### config.mk
export PLATFORM = sky130hd
export DESIGN_NAME = glitch_sequencer
export DESIGN_NICKNAME = d
export VERILOG_FILES = /design/src/rtl/glitcher_pkg.sv /design/src/rtl/sync_rise_detect.sv /design/src/rtl/glitch_sequencer.sv
export SDC_FILE = /design/constraint.sdc
export NUM_CORES = 1
export LEC_CHECK = 0
export BUFFER_PORTS_ARGS = -buffer_cell sky130_fd_sc_hd__buf_2
export CAP_MARGIN = 25
export CELL_PAD_IN_SITES_DETAIL_PLACEMENT = 2
export CELL_PAD_IN_SITES_GLOBAL_PLACEMENT = 2
export CORE_ASPECT_RATIO = 0.9
export CORE_UTILIZATION = 38
export CTS_CLUSTER_DIAMETER = 50
export DETAILED_ROUTE_END_ITERATION = 10
export PLACE_DENSITY_LB_ADDON = 0.3
export SLEW_MARGIN = 20
export SYNTH_ARGS = -nofsm -noshare
export SYNTH_HDL_FRONTEND = slang
export SYNTH_HIERARCHICAL = 1
export SYNTH_SLANG_ARGS = --single-unit
export TNS_END_PERCENT = 1
### constraint.sdc
create_clock -name clk -period 5.6 [get_ports clk]
set_input_delay 0.56 -clock clk [delete_from_list [all_inputs] [get_ports clk]]
set_output_delay 0.56 -clock clk [all_outputs]
set_load 0.03 [all_outputs]
### src/rtl/glitcher_pkg.sv
// Shared definitions for the glitcher: sequencer state encoding, configuration
// field widths (also used by the UART command handler) and counter-load helpers.
package glitcher_pkg;

    localparam int DELAY_W   = 16;
    localparam int WIDTH_W   = 8;
    localparam int NPULSE_W  = 8;
    localparam int SPACING_W = 16;

    // The shared down-counter must hold the widest of delay, width and spacing.
    localparam int CNT_W     = 16;

    typedef enum logic [1:0] {
        IDLE  = 2'd0,
        DELAY = 2'd1,
        PULSE = 2'd2,
        GAP   = 2'd3
    } state_t;

    // Counter load for a pulse of w high cycles (w is known to be non-zero).
    function automatic logic [CNT_W-1:0] width_load(input logic [WIDTH_W-1:0] w);
        return CNT_W'(w) - CNT_W'(1);
    endfunction

    // Counter load for a gap of s low cycles; s=0 is stretched to one cycle.
    function automatic logic [CNT_W-1:0] gap_load(input logic [SPACING_W-1:0] s);
        return (s == '0) ? '0 : CNT_W'(s) - CNT_W'(1);
    endfunction

endpackage

### src/rtl/sync_rise_detect.sv
// Multi-flop synchronizer for an asynchronous input followed by a one-cycle
// rising-edge detector. Reusable for any external level input.
module sync_rise_detect #(
    parameter int SYNC_STAGES = 2
) (
    input  logic clk,
    input  logic rst,
    input  logic i_async,
    output logic o_rise
);

    logic [SYNC_STAGES-1:0] r_sync;
    logic                   r_prev;

    // Shift the input through the synchronizer and remember the last synced level.
    // NOTE: non-blocking assignments make every flop sample the pre-edge value, so the chain really is SYNC_STAGES deep.
    always_ff @(posedge clk or posedge rst) begin
        if (rst) begin
            r_sync <= '0;
            r_prev <= 1'b0;
        end else begin
            r_sync <= {r_sync[SYNC_STAGES-2:0], i_async};
            r_prev <= r_sync[SYNC_STAGES-1];
        end
    end

    assign o_rise = r_sync[SYNC_STAGES-1] & ~r_prev;

endmodule

### src/rtl/glitch_sequencer.sv
// Glitch timing engine: on an armed trigger rising edge it waits the programmed
// delay, then emits num_pulses pulses of programmed width separated by the
// programmed spacing. Configuration is snapshotted when a trigger is accepted.
module glitch_sequencer
    import glitcher_pkg::*;
#(
    parameter int SYNC_STAGES = 2
) (
    input  logic                 clk,
    input  logic                 rst,
    input  logic                 trigger_i,
    input  logic                 arm_i,
    input  logic [DELAY_W-1:0]   delay_i,
    input  logic [WIDTH_W-1:0]   width_i,
    input  logic [NPULSE_W-1:0]  num_pulses_i,
    input  logic [SPACING_W-1:0] pulse_spacing_i,
    output logic                 glitch_o,
    output logic                 busy_o,
    output logic                 done_o
);

    logic w_rise;

    state_t               r_state,       w_state_next;
    logic [CNT_W-1:0]     r_cnt,         w_cnt_next;
    logic [NPULSE_W-1:0]  r_pulses_left, w_pulses_next;
    logic [WIDTH_W-1:0]   r_width,       w_width_next;
    logic [CNT_W-1:0]     r_gap_load,    w_gap_load_next;
    logic                 w_done_next;
    logic                 r_glitch, r_busy, r_done;

    sync_rise_detect #(
        .SYNC_STAGES(SYNC_STAGES)
    ) u_trig_sync (
        .clk     (clk),
        .rst     (rst),
        .i_async (trigger_i),
        .o_rise  (w_rise)
    );

    // Next-state and datapath decisions; outputs follow directly from the next state.
    // NOTE: every signal gets its hold value first so no path through the case can infer a latch.
    always_comb begin
        w_state_next    = r_state;
        w_cnt_next      = r_cnt;
        w_pulses_next   = r_pulses_left;
        w_width_next    = r_width;
        w_gap_load_next = r_gap_load;
        w_done_next     = 1'b0;

        if (!arm_i) begin
            // Disarmed: drop any running sequence and discard triggers.
            w_state_next = IDLE;
        end else begin
            unique case (r_state)
                IDLE: begin
                    if (w_rise) begin
                        if (width_i == '0 || num_pulses_i == '0) begin
                            // Empty sequence completes on the acceptance edge.
                            w_done_next = 1'b1;
                        end else begin
                            w_width_next    = width_i;
                            w_gap_load_next = gap_load(pulse_spacing_i);
                            w_pulses_next   = num_pulses_i - NPULSE_W'(1);
                            if (delay_i == '0) begin
                                w_state_next = PULSE;
                                w_cnt_next   = width_load(width_i);
                            end else begin
                                w_state_next = DELAY;
                                w_cnt_next   = delay_i - DELAY_W'(1);
                            end
                        end
                    end
                end
                DELAY, GAP: begin
                    if (r_cnt == '0) begin
                        w_state_next = PULSE;
                        w_cnt_next   = width_load(r_width);
                    end else begin
                        w_cnt_next = r_cnt - CNT_W'(1);
                    end
                end
                PULSE: begin
                    if (r_cnt != '0) begin
                        w_cnt_next = r_cnt - CNT_W'(1);
                    end else if (r_pulses_left != '0) begin
                        w_state_next  = GAP;
                        w_cnt_next    = r_gap_load;
                        w_pulses_next = r_pulses_left - NPULSE_W'(1);
                    end else begin
                        w_state_next = IDLE;
                        w_done_next  = 1'b1;
                    end
                end
                default: w_state_next = IDLE;
            endcase
        end
    end

    // State, counters, snapshot and registered outputs.
    always_ff @(posedge clk or posedge rst) begin
        if (rst) begin
            r_state       <= IDLE;
            r_cnt         <= '0;
            r_pulses_left <= '0;
            r_width       <= '0;
            r_gap_load    <= '0;
            r_glitch      <= 1'b0;
            r_busy        <= 1'b0;
            r_done        <= 1'b0;
        end else begin
            r_state       <= w_state_next;
            r_cnt         <= w_cnt_next;
            r_pulses_left <= w_pulses_next;
            r_width       <= w_width_next;
            r_gap_load    <= w_gap_load_next;
            r_glitch      <= (w_state_next == PULSE);
            r_busy        <= (w_state_next != IDLE);
            r_done        <= w_done_next;
        end
    end

    assign glitch_o = r_glitch;
    assign busy_o   = r_busy;
    assign done_o   = r_done;

endmodule

==> reports/results.ini <==
[critical_path]
worst_flop_to_flop_path_endpoint=r_pulses_left[6]
cp_slowest_stage_delay_ns=0.88
critical_path.slowest_cell=dfrtp_1
crit_path_end_kind=flip-flop
timing_worst_setup_path_type=reg -> reg
critical_path.n_buffers_inverters=1
reg2reg_from=r_state[0]
crit_start=r_state[0]
cp_launch_type=flip-flop
wp_data_required_ns=5.74
timing.reg2reg.worst_path_depth=8
crit_chain=nand2b_1 -> mux2_2 -> inv_2 -> ha_1 -> o221a_2 -> mux2_2 -> a21oi_1 -> a21oi_1
arrival_ns=3.40
setup.reg_to_reg.worst_slack_ns=2.34
critPathTopFamily=flip-flops
maximum_fanout_along_the_worst_path=25

[cts]
cts.reportedPaths.clkPinSlew_ns=0.07
cts_post_setup_buffers_inserted=0
tritoncts.num_buffers=5
numClockSinks=56
cts_repair_resize_count=0
tritoncts=built
cts-root-to-sink-buffers=2
clock_tree.htree_level_count=2
worstSkewPairLatency_ns=0.30
holdBufCountCts=0
cts_root_buffer=clkbuf_16

[synth]
postSynthCellCount=526
yosys.cell_types.count=77
postSynthNetCount=588
dominant_combinational_cell_family_by_area_after_synthesis=simple AND/OR/NAND/NOR gates
synth.area.mux_share_pct=4.39
synth_xor_xnor_area_share_pct=8.08
share_of_synthesized_area_occupied_by_flip_flops_and_latches_pct=31.5
synth_area_per_cell_sq_um=8.44
ffs_latches_synth=56
synth-adder-area-share_pct=2.82
mappedNetlistArea_sq_mm=0.00444
synth-edff-count=0
synth_warnings=6
synth.largest_area_cell=dfrtp_1
synth_top_cell_area_share_pct=31.5
postSynth.asyncResetShare_pct=100
synth_compound_area_share_pct=21.5
yosys.area_share.simple_pct=27.2
post_synth_main_area_contributors=dfrtp_1 (32%), nand2_1 (4.6%), xnor2_1 (4.5%)
ys_dominant_reg_cell=dfrtp_1

[placement]
pre_cts_slack_ns=2.40
io_buffer_count=54
post_dp_hpwl_um=11800
globalplace.congestion=0.885

[timing]
setup_viol=0
period_share_pct=58.2
grt_setup_unrepaired=no
final_period_minus_worst_setup_slack_ns=3.26
setup_ws_post_layout_ns=2.34
timing.setup.tns_ns=0
hold_viol_final=0
slew_violations=0
fin_hold_ws_ns=0.132
slew_headroom_pct=30.3
clock_skew_ns=0.0112
worst-slew-pin-transition_ns=1.04
maxClockFrequency_ghz=0.307

[grt]
grt_pass1_wl_um=24700
global_route.overflow_total=0
initial_antenna_violation_count=0
grt_max_degree=54
globalRouteTotalUtil_pct=26.4
grt_pass1_vias=4569

[cells_and_area]
nets=629
area_delta_synth_final_pct=11.5
drive_gt1_share_pct=18.3
num_antenna_cells=0

[power_and_ir_drop]
irDropWorstVdd_mv=0.133
power.static_leakage_nw=1.98
p_per_area_mw_per_mm2=259

[min_path]
timing.hold.worst.class=in -> async

[floorplan]
die_area_sq_mm=0.0121
floorplan.initialDensity_pct=39.0
row_count=37
die_height_um=105
core_area_sq_mm=0.0114
design.portCount=55
floorplan.die.width_um=116

[outcome]
result_of_the_run=completed

[routing]
post_drt_via_cell_ratio=6.01
iteration_0_drc_count_of_the_detailed_router=216
vias=4349
detail_route.drc_violations=0
number_of_detailed_route_iterations_in_the_first_pass=4
antenna_violating_nets_post_route=0
routedWlPerCell_um=21.0
postRouteWirelength_um=15200

[job]
drv.max_cap_violation_count=0

metal layers:
metal	up-vias	share of wire, %	GRT usage, %
met3	15	4.6	3.71
met2	108	48	43.5
li1	2033	-	-
met4	0	1.3	4.49
met1	2193	46	37.0
met5	-	0	0
cell families (layout without fill, tap and decap cells):
kind of cell,after synthesis,after routing
AOI/OAI and AO/OA,143,143
muxes,18,18
DFF,56,56
and+or+nand+nor,217,217
xor gates and xnor gates,41,41
buffers and inverters,41,83
adders and majority gates,10,10
synthesized netlist by cell type, types with 11 or more instances:
cell	n
o21ai_1	27
o21ai_0	18
clkbuf_1	12
a21oi_1	29
xnor2_1	23
inv_1	14
mux2_2	11
nand3_1	21
xor2_1	18
o31ai_1	15
nor2_1	35
dfrtp_1	56
nor3_1	22
nand2_1	55
worst max path at each step:
stage	endpoint	slack, ns	cells after the start
5_1_grt	r_pulses_left[6]	2.19	8
4_1_cts	r_pulses_left[6]	2.37	8
3_5_place_dp	r_pulses_left[6]	2.40	8
2_1_floorplan	r_cnt[1]	3.33	9
6_report	r_pulses_left[6]	2.34	8
3_3_place_gp	r_pulses_left[6]	2.55	8
flip-flops by register name (all words and copies together), names as in the netlist:
signal              count
r_cnt                  16
r_gap_load             16
r_pulses_left           8
r_width                 8
r_state                 2
u_trig_sync/r_sync      2
busy_o                  1
done_o                  1
glitch_o                1
u_trig_sync/r_prev      1
area by class of cell:
cell class	count	area, sq um
Clock inverter	1	8.76
Clock buffer	7	133
Timing Repair Buffer	59	312
Sequential cell	56	1400
Tap cell	156	195
Multi-Input combinational cell	429	2840
Fill cell	1347	6440
Inverter	16	60.1
through the flow:
| stage | power (mW) | instance area [sq um] | std cells | util (%) |
|---|---|---|---|---|
| 2_1_floorplan | 0.816 | 4440 | 526 | - |
| 3_3_place_gp | 0.934 | 4800 | 715 | 42.1 |
| 3_5_place_dp | 0.961 | 4810 | 716 | 42.2 |
| 4_1_cts | 1.29 | 4950 | 724 | 43.5 |
| 5_1_grt | 1.36 | 4950 | 724 | 43.5 |
| 6_report | 1.28 | 4950 | 724 | 43.5 |
cells in the final DEF (no fill, tap or decap), types with 3 or more instances in the layout:
cell and instances:
mux2i_1 6, a31oi_1 9, a32oi_1 4, o22a_1 3, nor2_1 35, nand4b_1 4
nand2_1 55, o21ai_0 18, buf_4 4, dfrtp_1 56, a21oi_1 29, nand4_1 8
or3_1 9, a22oi_1 3, a211o_1 3, nor4_2 3, a211oi_1 3, o211ai_1 3
o21ai_1 27, nand2b_1 8, clkbuf_16 5, nor2b_1 3, nand3_1 21, nor3b_1 3
inv_1 13, inv_2 3, buf_2 54, nor4_1 10, nor3_1 22, xnor2_1 23
nand3b_1 6, a21o_1 3, mux2_2 11, ha_1 10, nor3_2 3, o31ai_1 15
xor2_1 18, and3_1 5
power by group:
group | internal (mW) | switching (mW)
logic | 0.152 | 0.207
registers | 0.481 | 0.118
clock network | 0.168 | 0.155
total | 0.802 | 0.480
worst register-to-register path: cells and delay by family (launching register included):
| kind | cells | cell delay (ns) |
|---|---|---|
| mux | 2 | 0.78 |
| flops | 1 | 0.88 |
| simple gates | 1 | 0.64 |
| buf+inv | 1 | 0.08 |
| fa+ha+maj | 1 | 0.24 |
| compound gates | 3 | 0.48 |
Power figures use the tool's default switching activity.
